--- src/rtl/axis_div_if.sv ---
// AXI-Stream bundle shared by the divider ports.
// The master drives data, user and valid; the slave returns ready.
interface axis_div_if #(
    parameter int DW = 32
) ();
    logic [DW-1:0] tdata;
    logic          tuser;
    logic          tvalid;
    logic          tready;

    modport master (
        output tdata,
        output tuser,
        output tvalid,
        input  tready
    );

    modport slave (
        input  tdata,
        input  tuser,
        input  tvalid,
        output tready
    );
endinterface

--- src/rtl/axis_div.sv ---
// Stream unsigned divider: radix-2 restoring, one quotient bit per cycle.
// Input beat {divisor, dividend}; output beat {remainder, quotient}, tuser = div-by-zero.
module axis_div #(
    parameter int VAR_WIDTH = 16
) (
    input  logic        clk,
    input  logic        rst_n,
    axis_div_if.slave   s_axis,
    axis_div_if.master  m_axis
);
    localparam int W  = VAR_WIDTH;
    localparam int CW = $clog2(W + 1);

    typedef enum logic [1:0] {
        IDLE,
        CALC,
        DONE
    } state_t;

    state_t           state_q, state_d;
    logic [W:0]       r_q, r_d;
    logic [W-1:0]     q_q, q_d;
    logic [W-1:0]     d_q, d_d;
    logic [CW-1:0]    cnt_q, cnt_d;
    logic             s_rdy_q;
    logic             m_vld_q, m_vld_d;
    logic [2*W-1:0]   m_dat_q, m_dat_d;
    logic             m_usr_q, m_usr_d;

    logic             in_hs;
    logic             out_hs;
    logic             div0;
    logic             last;
    logic [W-1:0]     in_a;
    logic [W-1:0]     in_d;
    logic [W+1:0]     shf;
    logic [W+1:0]     trial;
    logic             fits;
    logic [W:0]       r_new;
    logic [W-1:0]     q_new;

    assign in_a   = s_axis.tdata[W-1:0];
    assign in_d   = s_axis.tdata[2*W-1:W];
    assign in_hs  = s_axis.tvalid & s_rdy_q;
    assign out_hs = m_vld_q & m_axis.tready;
    assign div0   = (in_d == '0);
    assign last   = (cnt_q == CW'(1));

    // R never exceeds the divisor, so the top bit of shf is zero; the
    // extra bit makes a negative trial show up as trial[W+1].
    assign shf   = {r_q, q_q[W-1]};
    assign trial = shf - {2'b00, d_q};
    assign fits  = ~trial[W+1];
    assign r_new = fits ? trial[W:0] : shf[W:0];
    assign q_new = {q_q[W-2:0], fits};

    assign s_axis.tready = s_rdy_q;
    assign m_axis.tvalid = m_vld_q;
    assign m_axis.tdata  = m_dat_q;
    assign m_axis.tuser  = m_usr_q;

    // State and datapath registers; synchronous active-low reset.
    always_ff @(posedge clk) begin
        if (!rst_n) begin
            state_q <= IDLE;
            r_q     <= '0;
            q_q     <= '0;
            d_q     <= '0;
            cnt_q   <= '0;
            s_rdy_q <= 1'b0;
            m_vld_q <= 1'b0;
            m_dat_q <= '0;
            m_usr_q <= 1'b0;
        end else begin
            state_q <= state_d;
            r_q     <= r_d;
            q_q     <= q_d;
            d_q     <= d_d;
            cnt_q   <= cnt_d;
            s_rdy_q <= (state_d == IDLE);
            m_vld_q <= m_vld_d;
            m_dat_q <= m_dat_d;
            m_usr_q <= m_usr_d;
        end
    end

    // Next-state selection.
    always_comb begin
        state_d = state_q;
        unique case (state_q)
            IDLE: begin
                if (in_hs) begin
                    state_d = div0 ? DONE : CALC;
                end
            end
            CALC: begin
                if (last) begin
                    state_d = DONE;
                end
            end
            DONE: begin
                if (out_hs) begin
                    state_d = IDLE;
                end
            end
            default: state_d = IDLE;
        endcase
    end

    // Datapath update and registered output values per state.
    always_comb begin
        r_d     = r_q;
        q_d     = q_q;
        d_d     = d_q;
        cnt_d   = cnt_q;
        m_vld_d = m_vld_q;
        m_dat_d = m_dat_q;
        m_usr_d = m_usr_q;
        unique case (state_q)
            IDLE: begin
                if (in_hs) begin
                    d_d   = in_d;
                    cnt_d = CW'(W);
                    if (div0) begin
                        q_d = '1;
                        r_d = {1'b0, in_a};
                    end else begin
                        q_d = in_a;
                        r_d = '0;
                    end
                end
            end
            CALC: begin
                r_d   = r_new;
                q_d   = q_new;
                cnt_d = cnt_q - CW'(1);
                if (last) begin
                    m_dat_d = {r_new[W-1:0], q_new};
                    m_usr_d = 1'b0;
                    m_vld_d = 1'b1;
                end
            end
            DONE: begin
                // Only a zero divisor reaches DONE without a loaded result.
                if (!m_vld_q) begin
                    m_dat_d = {r_q[W-1:0], q_q};
                    m_usr_d = 1'b1;
                    m_vld_d = 1'b1;
                end else if (out_hs) begin
                    m_vld_d = 1'b0;
                end
            end
            default: begin
                m_vld_d = 1'b0;
            end
        endcase
    end
endmodule

--- src/flat_wrapper.sv ---
// flat-port wrapper written by rule: the top's interface ports become plain ports
module axis_div_flat 
#(
    parameter int VAR_WIDTH = 16
)
  (clk, rst_n, s_axis_tdata, s_axis_tuser, s_axis_tvalid, s_axis_tready, m_axis_tdata, m_axis_tuser, m_axis_tvalid, m_axis_tready);
  axis_div_if #(.DW(2 * (16))) s_axis_i ();
  axis_div_if #(.DW(2 * (16))) m_axis_i ();
  input  logic clk;
  input  logic rst_n;
  input wire logic [$bits(s_axis_i.tdata)-1:0] s_axis_tdata;
  input wire logic [$bits(s_axis_i.tuser)-1:0] s_axis_tuser;
  input wire logic [$bits(s_axis_i.tvalid)-1:0] s_axis_tvalid;
  output wire logic [$bits(s_axis_i.tready)-1:0] s_axis_tready;
  output wire logic [$bits(m_axis_i.tdata)-1:0] m_axis_tdata;
  output wire logic [$bits(m_axis_i.tuser)-1:0] m_axis_tuser;
  output wire logic [$bits(m_axis_i.tvalid)-1:0] m_axis_tvalid;
  input wire logic [$bits(m_axis_i.tready)-1:0] m_axis_tready;
  assign s_axis_i.tdata = s_axis_tdata;
  assign s_axis_i.tuser = s_axis_tuser;
  assign s_axis_i.tvalid = s_axis_tvalid;
  assign s_axis_tready = s_axis_i.tready;
  assign m_axis_tdata = m_axis_i.tdata;
  assign m_axis_tuser = m_axis_i.tuser;
  assign m_axis_tvalid = m_axis_i.tvalid;
  assign m_axis_i.tready = m_axis_tready;
  axis_div #(.VAR_WIDTH(VAR_WIDTH)) u_core (.clk(clk), .rst_n(rst_n), .s_axis(s_axis_i), .m_axis(m_axis_i));
endmodule
--- config.mk ---
export PLATFORM = sky130hd
export DESIGN_NAME = axis_div_flat
export DESIGN_NICKNAME = d
export VERILOG_FILES = /design/src/rtl/axis_div_if.sv /design/src/rtl/axis_div.sv /design/src/flat_wrapper.sv
export SDC_FILE = /design/constraint.sdc
export NUM_CORES = 1
export LEC_CHECK = 0
export ABC_AREA = 1
export CORE_ASPECT_RATIO = 1.5
export CORE_UTILIZATION = 47
export DETAILED_ROUTE_END_ITERATION = 7
export PLACE_DENSITY = 0.7
export REMOVE_ABC_BUFFERS = 1
export SYNTH_ARGS = -nofsm -noshare
export SYNTH_HDL_FRONTEND = slang
export SYNTH_SLANG_ARGS = --single-unit
export TNS_END_PERCENT = 50
--- constraint.sdc ---
create_clock -name clk -period 5.3 [get_ports clk]
set_clock_uncertainty 0.2 [all_clocks]
set_input_delay 1.06 -clock clk [delete_from_list [all_inputs] [get_ports clk]]
set_output_delay 1.06 -clock clk [all_outputs]
set_load 0.005 [all_outputs]
==> impl_metrics.env <==
export IMPL_cts_htree_levels=3
export IMPL_path_common_cell="nand2_1"
export IMPL_crit_path_top_delay_cell="nand2_1"
export IMPL_dpl_cell_area_sq_mm=0.00626
export IMPL_cts_max_path_buffers=2
export IMPL_r2r_end="u_core.q_q[2]$_SDFFE_PN0P_"
export IMPL_rsz0062_at_grt="false"
export IMPL_synth_area_sq_mm=0.00556
export IMPL_synth_area_per_cell_sq_um=6.98
export IMPL_worst_setup_path_type="input pin to flop"
export IMPL_placed_cells=984
export IMPL_grt_pass1_wl_um=25900
export IMPL_p_leak_nw=2.77
export IMPL_p_switching_mw=1.62
export IMPL_grt_busiest_layer="met2"
export IMPL_cts_hold_buf=0
export IMPL_ys_types=43
export IMPL_n_antenna_cell=0
export IMPL_min_path_type="flop to flop"
export IMPL_reg2reg_depth=12
export IMPL_grtUsageMet2=0.482
export IMPL_totalWireLength_um=15800
export IMPL_synthToLayoutAreaGrowth_pct=18.0
export IMPL_max_vdd_ir_drop_mv=0.292
export IMPL_relSlewSlack=0.288
export IMPL_std_cell_rows=48
export IMPL_via_per_inst=5.49
export IMPL_yosysTopAreaCell="dfxtp_1"
export IMPL_die_width_um=90.8
export IMPL_status="complete, no violations"
export IMPL_post_drt_wl_per_cell_um=15.8
export IMPL_drc=0
export IMPL_post_cts_buffers=0
export IMPL_route_vias_total=5485
export IMPL_clock_sinks=91
export IMPL_finalHoldViolations=0
export IMPL_crit_chain="clkdlybuf4s50_1 > nand2_1 > nor2_1 > inv_2 > nand2_1 > inv_1 > buf_4 > nor2_2 > buf_4 > nand2_1 > a41oi_1"
export IMPL_final_antenna_net_count=0
export IMPL_core_sq_mm=0.0115
export IMPL_grt_pass1_vias=5323
export IMPL_fin_nets=905
export IMPL_initial_core_util=0.482
export IMPL_hpwlAfterDp_um=11400
export IMPL_synth_area_leaders="dfxtp_1 (33%), nand2_1 (16%), a21oi_1 (6.4%)"
export IMPL_cp_data_arrival_time_ns=3.58
export IMPL_grt_antenna_before_repair=0
export IMPL_hold_ws_ns=0.267
export IMPL_worstHoldStart="u_core.m_axis.tdata[28]$_SDFFE_PN0P_"
export IMPL_slowest_delay_ns=0.46
export IMPL_period_minus_slack_ns=3.52
export IMPL_ys_warn_count=0
export IMPL_die_area_sq_mm=0.0123
export IMPL_tightest_slew_ns=1.07
export IMPL_path_clk_slew_ns=0.07
export IMPL_synth_top_area_share=0.327
export IMPL_setup_viol=0
export IMPL_drive_above_1_share=0.109
export IMPL_critPathRequiredTime_ns=5.36
export IMPL_p_seq_frac=0.266
export IMPL_grt_usage=0.266
export IMPL_cts_resized=0
export IMPL_p_per_area_mw_per_mm2=532
export IMPL_power_frac_clock=0.187
export IMPL_drt_iter0_drc=372
export IMPL_max_freq_mhz=284
export IMPL_p_sw_frac=0.464
export IMPL_cts_root_buf="clkbuf_16"
export IMPL_use_met1=0.300
export IMPL_comb_power_share=0.547
export IMPL_finalCritPeriodShare=0.663
export IMPL_r2r_start="u_core.state_q[0]$_SDFF_PN0_"
export IMPL_io_buffers=70
export IMPL_finalNonFillerCells=1000
export IMPL_end_kind="flop"
export IMPL_met3_usage=0.0320
export IMPL_rrSetupSlack_ns=2.23
export IMPL_cts_tree="built"
export IMPL_cap_violations=0
export IMPL_place_congestion=0.910
export IMPL_firstDrtPassIters=5
export IMPL_intPower_mw=1.87
export IMPL_min_to="u_core.m_axis.tdata[28]$_SDFFE_PN0P_"
export IMPL_overflow=0
export IMPL_num_io_pins=72
export IMPL_path_max_fanout=33
export IMPL_hold_depth=2
export IMPL_synth_seq_cells=91
export IMPL_synth_seq_area_share=0.327
export IMPL_insertion_delay_ns=0.36
export IMPL_synth_cells=797
export IMPL_finalSetupTns_ns=0
export IMPL_die_y_um=135
export IMPL_start_kind="input pin"
export IMPL_cts_buffers=9
export IMPL_fin_area_sq_mm=0.00656
export IMPL_slew_violations=0
export IMPL_grt_max_degree=55
## final cells by class
class	count	area, sq um
timing repair buffer	76	746
clock buffer	11	253
clock inverter	5	45.0
inverter	95	357
sequential	91	1820
tap	150	188
multi-input combinational	572	3150
fill	1116	4970
## state kept, by name, indices dropped and copies added (netlist names)
signal and flops:
u_core.m_axis.tvalid 1, u_core.cnt_q 5, u_core.q_q 16, u_core.state_q 2, u_core.m_axis.tuser 1, u_core.d_q 16
u_core.r_q 17, u_core.m_axis.tdata 32, u_core.s_axis.tready 1
## cells by family (layout without fill, tap and decap cells)
kind of cell,after synthesis,after routing,synth area share
compound gates,168,168,0.179
buf+inv,134,187,0.106
simple gates,370,370,0.317
flops,91,91,0.327
xor+xnor,11,11,0.0173
fa+ha+maj,23,23,0.0531
## worst max path at each step
stage | from | end | slack [ns] | cells past startpoint
after floorplan | s_axis_tvalid | u_core.q_q[15]$_SDFFE_PN0P_ | 1.82 | 9
after global placement | s_axis_tvalid | u_core.q_q[7]$_SDFFE_PN0P_ | 1.55 | 11
after detailed placement | s_axis_tvalid | u_core.q_q[2]$_SDFFE_PN0P_ | 1.47 | 11
after CTS | s_axis_tvalid | u_core.q_q[2]$_SDFFE_PN0P_ | 1.83 | 11
after global routing | s_axis_tvalid | u_core.q_q[6]$_SDFFE_PN0P_ | 1.54 | 11
final | s_axis_tvalid | u_core.q_q[2]$_SDFFE_PN0P_ | 1.78 | 11
## power by group through the flow
stage,combinational (mW),clock [mW],sequential (mW)
6_report,1.91,0.653,0.929
2_1_floorplan,1.32,0,0.931
3_5_place_dp,1.90,0,0.943
5_1_grt,2.14,0.682,0.946
3_3_place_gp,1.86,0,0.939
4_1_cts,1.91,0.658,0.929
## layout by cell type (no fill, tap or decap), drive strengths merged
| master | count |
|---|---|
| buf | 6 |
| nand3 | 67 |
| clkbuf | 11 |
| fa | 1 |
| o221a | 1 |
| clkdlybuf4s50 | 70 |
| clkinv | 2 |
| o211ai | 1 |
| xor2 | 11 |
| a22oi | 10 |
| nand4 | 1 |
| nor2 | 44 |
| and2 | 1 |
| nor4 | 3 |
| o22ai | 6 |
| dfxtp | 91 |
| clkinvlp | 1 |
| o2111ai | 1 |
| a31oi | 15 |
| a21oi | 79 |
| nand2 | 244 |
| ha | 22 |
| or2 | 2 |
| nor3 | 8 |
| inv | 97 |
| a41oi | 14 |
| o21bai | 1 |
| o21ai | 40 |
## per-layer routing
metal / vias to the layer above / share of wire / wire, um
met5: - / 0 / 0
met3: 56 / 0.040 / 624
met2: 175 / 0.51 / 8000
met1: 2541 / 0.40 / 6270
met4: 0 / 0.055 / 861
li1: 2713 / - / -
## metrics by stage
step,total power [mW],utilization,worst slack (ns)
3_3_place_gp,2.80,0.543,1.55
2_1_floorplan,2.25,-,1.82
5_1_grt,3.77,0.569,1.54
3_5_place_dp,2.84,0.543,1.47
6_report,3.49,0.569,1.78
4_1_cts,3.50,0.569,1.83
## Yosys cell counts (all sizes together)
library cell / number
nand2: 244
inv: 95
dfxtp: 91
a21oi: 79
nand3: 67
nor2: 44
o21ai: 40
buf: 22
ha: 22
clkbuf: 17
a31oi: 15
a41oi: 14
xor2: 11
a22oi: 10
nor3: 8
o22ai: 6
nor4: 3
or2: 2
and2: 1
fa: 1
nand4: 1
o2111ai: 1
o211ai: 1
o21bai: 1
o221a: 1
## critical path, delay by kind of cell
family	cells	cell delay, ns
buf+inv	5	1.36
compound gates	1	0.21
simple gates	5	0.93
(Power assumes the default switching activity.)
